--- config.mk ---
export PLATFORM = sky130hd
export DESIGN_NAME = core_wb_bridge
export DESIGN_NICKNAME = d
export VERILOG_FILES = /design/src/rtl/core_wb_bridge.sv
export SDC_FILE = /design/constraint.sdc
export NUM_CORES = 1
export LEC_CHECK = 0
export CAP_MARGIN = 20
export CORE_UTILIZATION = 30
export DETAILED_ROUTE_END_ITERATION = 10
export GPL_ROUTABILITY_DRIVEN = 0
export PLACE_DENSITY_LB_ADDON = 0.25
export SLEW_MARGIN = 10
export SYNTH_ARGS = -nofsm -noshare
export SYNTH_HDL_FRONTEND = slang
export SYNTH_SLANG_ARGS = --single-unit
--- constraint.sdc ---
create_clock -name sys_clk -period 2.3 [get_ports sys_clk]
set_input_delay 0.46 -clock sys_clk [delete_from_list [all_inputs] [get_ports sys_clk]]
set_output_delay 0.46 -clock sys_clk [all_outputs]
set_load 0.1 [all_outputs]
--- src/rtl/core_wb_bridge.sv ---
// Registered bridge from a core valid/ready memory port to a single-master classic Wishbone bus.
// One request in flight at a time; a watchdog terminates bus cycles that are never acknowledged.
module core_wb_bridge #(
  parameter int                    ADDR_WIDTH     = 32,
  parameter int                    DATA_WIDTH     = 32,
  parameter int unsigned           TIMEOUT_CYCLES = 1024,
  parameter logic [DATA_WIDTH-1:0] ERR_DATA       = 32'hDEADBEEF
) (
  input  logic                    sys_clk,
  input  logic                    rst_n,
  input  logic                    core_valid_i,
  input  logic                    core_we_i,
  input  logic [ADDR_WIDTH-1:0]   core_addr_i,
  input  logic [DATA_WIDTH-1:0]   core_wdata_i,
  input  logic [DATA_WIDTH/8-1:0] core_wstrb_i,
  output logic                    core_ready_o,
  output logic [DATA_WIDTH-1:0]   core_rdata_o,
  output logic                    core_err_o,
  output logic                    wb_cyc_o,
  output logic                    wb_stb_o,
  output logic                    wb_we_o,
  output logic [DATA_WIDTH/8-1:0] wb_sel_o,
  output logic [ADDR_WIDTH-1:0]   wb_adr_o,
  output logic [DATA_WIDTH-1:0]   wb_dat_o,
  input  logic [DATA_WIDTH-1:0]   wb_dat_i,
  input  logic                    wb_ack_i
);

  localparam int SEL_W = DATA_WIDTH / 8;
  localparam int CNT_W = (TIMEOUT_CYCLES > 0) ? $clog2(TIMEOUT_CYCLES + 1) : 1;
  localparam logic [CNT_W-1:0] CNT_MAX = '1;

  localparam logic [1:0] ST_IDLE = 2'd0;
  localparam logic [1:0] ST_BUS  = 2'd1;
  localparam logic [1:0] ST_DONE = 2'd2;

  logic [1:0]            state_reg,    state_next;
  logic [CNT_W-1:0]      wdog_cnt_reg, wdog_cnt_next;
  logic                  cyc_reg,      cyc_next;
  logic                  we_reg,       we_next;
  logic [SEL_W-1:0]      sel_reg,      sel_next;
  logic [ADDR_WIDTH-1:0] adr_reg,      adr_next;
  logic [DATA_WIDTH-1:0] wdat_reg,     wdat_next;
  logic                  ready_reg,    ready_next;
  logic [DATA_WIDTH-1:0] rdata_reg,    rdata_next;
  logic                  err_reg,      err_next;
  logic                  wdog_expire;

  // Expiry fires on the edge that closes BUS cycle number TIMEOUT_CYCLES.
  generate
    if (TIMEOUT_CYCLES == 0) begin : g_no_wdog
      assign wdog_expire = 1'b0;
    end else begin : g_wdog
      assign wdog_expire = (32'(wdog_cnt_reg) + 32'd1) >= TIMEOUT_CYCLES;
    end
  endgenerate

  always_comb begin
    state_next    = state_reg;
    wdog_cnt_next = wdog_cnt_reg;
    cyc_next      = cyc_reg;
    we_next       = we_reg;
    sel_next      = sel_reg;
    adr_next      = adr_reg;
    wdat_next     = wdat_reg;
    ready_next    = 1'b0;
    rdata_next    = rdata_reg;
    err_next      = err_reg;

    case (state_reg)
      ST_IDLE: begin
        if (core_valid_i) begin
          state_next    = ST_BUS;
          wdog_cnt_next = '0;
          cyc_next      = 1'b1;
          we_next       = core_we_i;
          sel_next      = core_we_i ? core_wstrb_i : {SEL_W{1'b1}};
          adr_next      = core_addr_i;
          wdat_next     = core_wdata_i;
        end
      end

      ST_BUS: begin
        // Ack is checked first so that an ack on the expiry edge still completes cleanly.
        if (wb_ack_i) begin
          state_next = ST_DONE;
          cyc_next   = 1'b0;
          ready_next = 1'b1;
          rdata_next = we_reg ? '0 : wb_dat_i;
          err_next   = 1'b0;
        end else if (wdog_expire) begin
          state_next = ST_DONE;
          cyc_next   = 1'b0;
          ready_next = 1'b1;
          rdata_next = we_reg ? '0 : ERR_DATA;
          err_next   = 1'b1;
        end else if (wdog_cnt_reg != CNT_MAX) begin
          wdog_cnt_next = wdog_cnt_reg + CNT_W'(1);
        end
      end

      ST_DONE: begin
        state_next = ST_IDLE;
      end

      default: begin
        state_next = ST_IDLE;
        cyc_next   = 1'b0;
      end
    endcase
  end

  always_ff @(posedge sys_clk or negedge rst_n) begin
    if (!rst_n) begin
      state_reg    <= ST_IDLE;
      wdog_cnt_reg <= '0;
      cyc_reg      <= 1'b0;
      we_reg       <= 1'b0;
      sel_reg      <= '0;
      adr_reg      <= '0;
      wdat_reg     <= '0;
      ready_reg    <= 1'b0;
      rdata_reg    <= '0;
      err_reg      <= 1'b0;
    end else begin
      state_reg    <= state_next;
      wdog_cnt_reg <= wdog_cnt_next;
      cyc_reg      <= cyc_next;
      we_reg       <= we_next;
      sel_reg      <= sel_next;
      adr_reg      <= adr_next;
      wdat_reg     <= wdat_next;
      ready_reg    <= ready_next;
      rdata_reg    <= rdata_next;
      err_reg      <= err_next;
    end
  end

  assign wb_cyc_o     = cyc_reg;
  assign wb_stb_o     = cyc_reg;
  assign wb_we_o      = we_reg;
  assign wb_sel_o     = sel_reg;
  assign wb_adr_o     = adr_reg;
  assign wb_dat_o     = wdat_reg;
  assign core_ready_o = ready_reg;
  assign core_rdata_o = rdata_reg;
  assign core_err_o   = err_reg;

endmodule
==> out/summary.md <==
The max-capacitance violation count was 0; the total count of hold-check failures in the final report was 0. For the boundary pin count, the log shows 210. Worst slack at placement: -0.0315 ns. Clock tree synthesis inserted a total of 17 buffers. The max-slew headroom at the worst pin is 62.6%, and the average via count per standard cell is 4.47. The number of setup violations in the final report was 0; the area added between synthesis and finish was 56.5%.

By instance count, the leading cell after synthesis is nand2_1. Walking the worst path, the cells encountered are ha_1 > nand2_1 > o21ai_0 > o211ai_4 > buf_4 > buf_4 > o31ai_1. The H-tree was split into 4 levels. The most frequent cell on the critical path is buf_4. The tools report the number of clock sinks as 117.

Yosys mapped the design onto 37 distinct sky130hd cell types. The total count of max-transition violations in the final report was 0; the count of port buffers added during placement was 209. Number of detailed-route iterations in the first pass: 4. For the detailed-route DRC error count, the log shows 0. After detailed routing, the total wire length is 12800 um. STA puts the critical path data required time at 2.60 ns.

The die is 129 um tall. The number of global-route vias before repair came out at 4250. The flow ran to the end, and the final reports show no timing, DRC or antenna violations.

The critical path's slowest cell was dfrtp_1. The site row count came out at 46. The share of the clock period used by the worst path is 87.9%, and the synthesized area per cell is 9.43 um^2.

The tools report the iteration-0 DRC count of the detailed router as 130. The antenna diode instance count is 0. In this run the worst path has a maximum fanout of 11.

The register area was 0.00293 mm^2; the clock-pin slew on the worst setup and hold paths was 0.05 ns. The highest cell delay on the worst timing path is 0.41 ns. The floorplan step defined a core boundary enclosing 0.0158 mm^2. For this configuration, the core starts out at a cell density of 30.6%. For this run, the top clock speed supported by timing is 494 MHz. In the synthesized netlist the async set-or-reset flop fraction comes to 100%. Slew at the pin closest to its max-slew limit: 0.559 ns. Mean routed wirelength per cell: 13.4 um. In the post-route analysis, the smallest setup slack over all paths is 0.277 ns. After clock tree synthesis, the setup repair step added 0 buffers. Counting I/O delays and the setup requirement, the final critical path takes 2.02 ns. The cell sitting at the root of the clock tree is a clkbuf_16. The number of hold buffers added after CTS was 0. In the synthesized netlist the dominant register cell turns out to be dfrtp_1. The run gives 0 as the overall overflow remaining after global route. Classification of the worst-slack hold path: in2async. Ranked by total cell area, the synthesized netlist is headed by dfrtp_1 60%, nand2_1 18%, o31ai_1 3.7%. Number of synthesized flops with an enable pin: 0. Width of the die: 129 um. For the total number of vias, the log shows 4269. Setup repair after global routing left no endpoint under its margin. Entering global routing, the biggest net connects 54 pins.

Largest area contributor in the synthesized netlist: dfrtp_1. The tools report the multi-input logic area as 0.00174 mm^2. Yosys printed 0 warnings. The first-pass GRT wire length is 20500 um.

Summing every instance area after synthesis gives 0.00484 mm^2. Sum of net half-perimeters after detailed placement: 9060 um. The number of antenna violations at the first check in global routing is 0. STA classifies the critical path startpoint as a register. Counting every net in the synthesized netlist gives 620. Worst setup skew after layout: 0.00762 ns.

For the post-detailed-route count of antenna-violating nets, the log shows 0. For the number of gates resized after CTS, the log shows 0. The commonest cells after synthesis are 231 x nand2_1, 117 x dfrtp_1, 25 x nor2b_1. For the worst setup path, the data arrival time is 2.32 ns. The tools report the overall die area as 0.0167 mm^2. The clock latency on the worst-skew pair came out at 0.40 ns. Of the post-synthesis cell area, the dominant cell type holds 60.4%. Synthesis produced a netlist whose cell count is 514. The synthesized design contains 117 register bits.

The clock passes through at most 2 buffers. The final net count is 833. STA classifies the critical path endpoint as a register. Of the synthesized area, sequential elements account for 60.4%.

In the global route stage, overall resource usage came out at 15.8%. For the flop-to-flop setup slack, the log shows 0.28 ns. The setup path with the least slack is of type reg2reg.

The ratio of cells with drive above 1 in the final layout was 21.9%. TritonCTS built the clock tree. The count of fill cells added during filler insertion came out at 1469.
## layer usage
layer | wire length [um] | vias up | part of all wire (%) | global-route usage (%)
met3 | 1080 | 11 | 8.4 | 6.69
met4 | 148 | 0 | 1.2 | 5.19
met5 | 0 | - | 0 | 0
li1 | - | 2094 | - | -
met1 | 5340 | 2020 | 42 | 18.6
met2 | 6250 | 144 | 49 | 26.1
## path summary, 6_finish.rpt
path                                       from          endpoint  cells after the start
max in group asynchronous                 rst_n      wb_dat_o[20]                      2
worst min-delay path                      rst_n  core_rdata_o[17]                      1
min in group sys_clk                wb_dat_o[0]       wb_dat_o[0]                      2
worst max register to register  wdog_cnt_reg[0]  core_rdata_o[31]                      7
worst max-delay path            wdog_cnt_reg[0]  core_rdata_o[31]                      7
worst min register to register      wb_dat_o[0]       wb_dat_o[0]                      2
## logic make-up (layout without fill, tap and decap cells)
logic type                 count (synthesis)  count (layout)  share of synthesized area [%]
and+or+nand+nor                          295             295                           25.6
adders and majority gates                  1               1                          0.258
DFF                                      117             117                           60.4
muxes                                      5               5                           1.03
buffers and inverters                     41             267                           3.93
AOI/OAI and AO/OA                         55              55                           8.73
## worst max-delay path: cells and delay by family (launching register included)
family | cells | cell delay [ns]
AOI/OAI and AO/OA | 3 | 0.71
DFF | 1 | 0.41
buffers and inverters | 2 | 0.35
adders and majority gates | 1 | 0.30
and+or+nand+nor | 1 | 0.15
## area by class of cell
type | count | area share, %
Sequential cell | 117 | 38.6
Timing Repair Buffer | 226 | 27.1
Multi-Input combinational cell | 356 | 23.0
Clock buffer | 23 | 6.30
Tap cell | 216 | 3.56
Clock inverter | 9 | 1.02
Inverter | 9 | 0.445
## per-stage QoR
step	cells	utilization (%)	area [um^2]	hold WS, ns	setup TNS, ns
2_1_floorplan	514	-	4840	0.164	0
3_3_place_gp	924	44.4	7030	0.459	0
3_5_place_dp	924	44.4	7030	0.463	-0.250
4_1_cts	956	47.9	7580	0.0407	0
5_1_grt	956	47.9	7580	0.0530	0
6_report	956	47.9	7580	0.0361	0
## layout by cell type (no fill, tap or decap), types with 5 or more instances in the layout
cell               n
nor2_1            14
mux2i_1            5
nand4_1            5
clkinv_2           6
clkdlybuf4s50_1  103
clkbuf_16         17
o31ai_1           24
nor2b_1           25
buf_4            115
inv_1              9
dfrtp_1          117
a22o_1             8
a31oi_1            8
buf_12             8
nand2_1          231
Power is left out: the tool's default activity adds up to more than one toggle a clock period on the data nets, which glitch-free logic cannot reach.
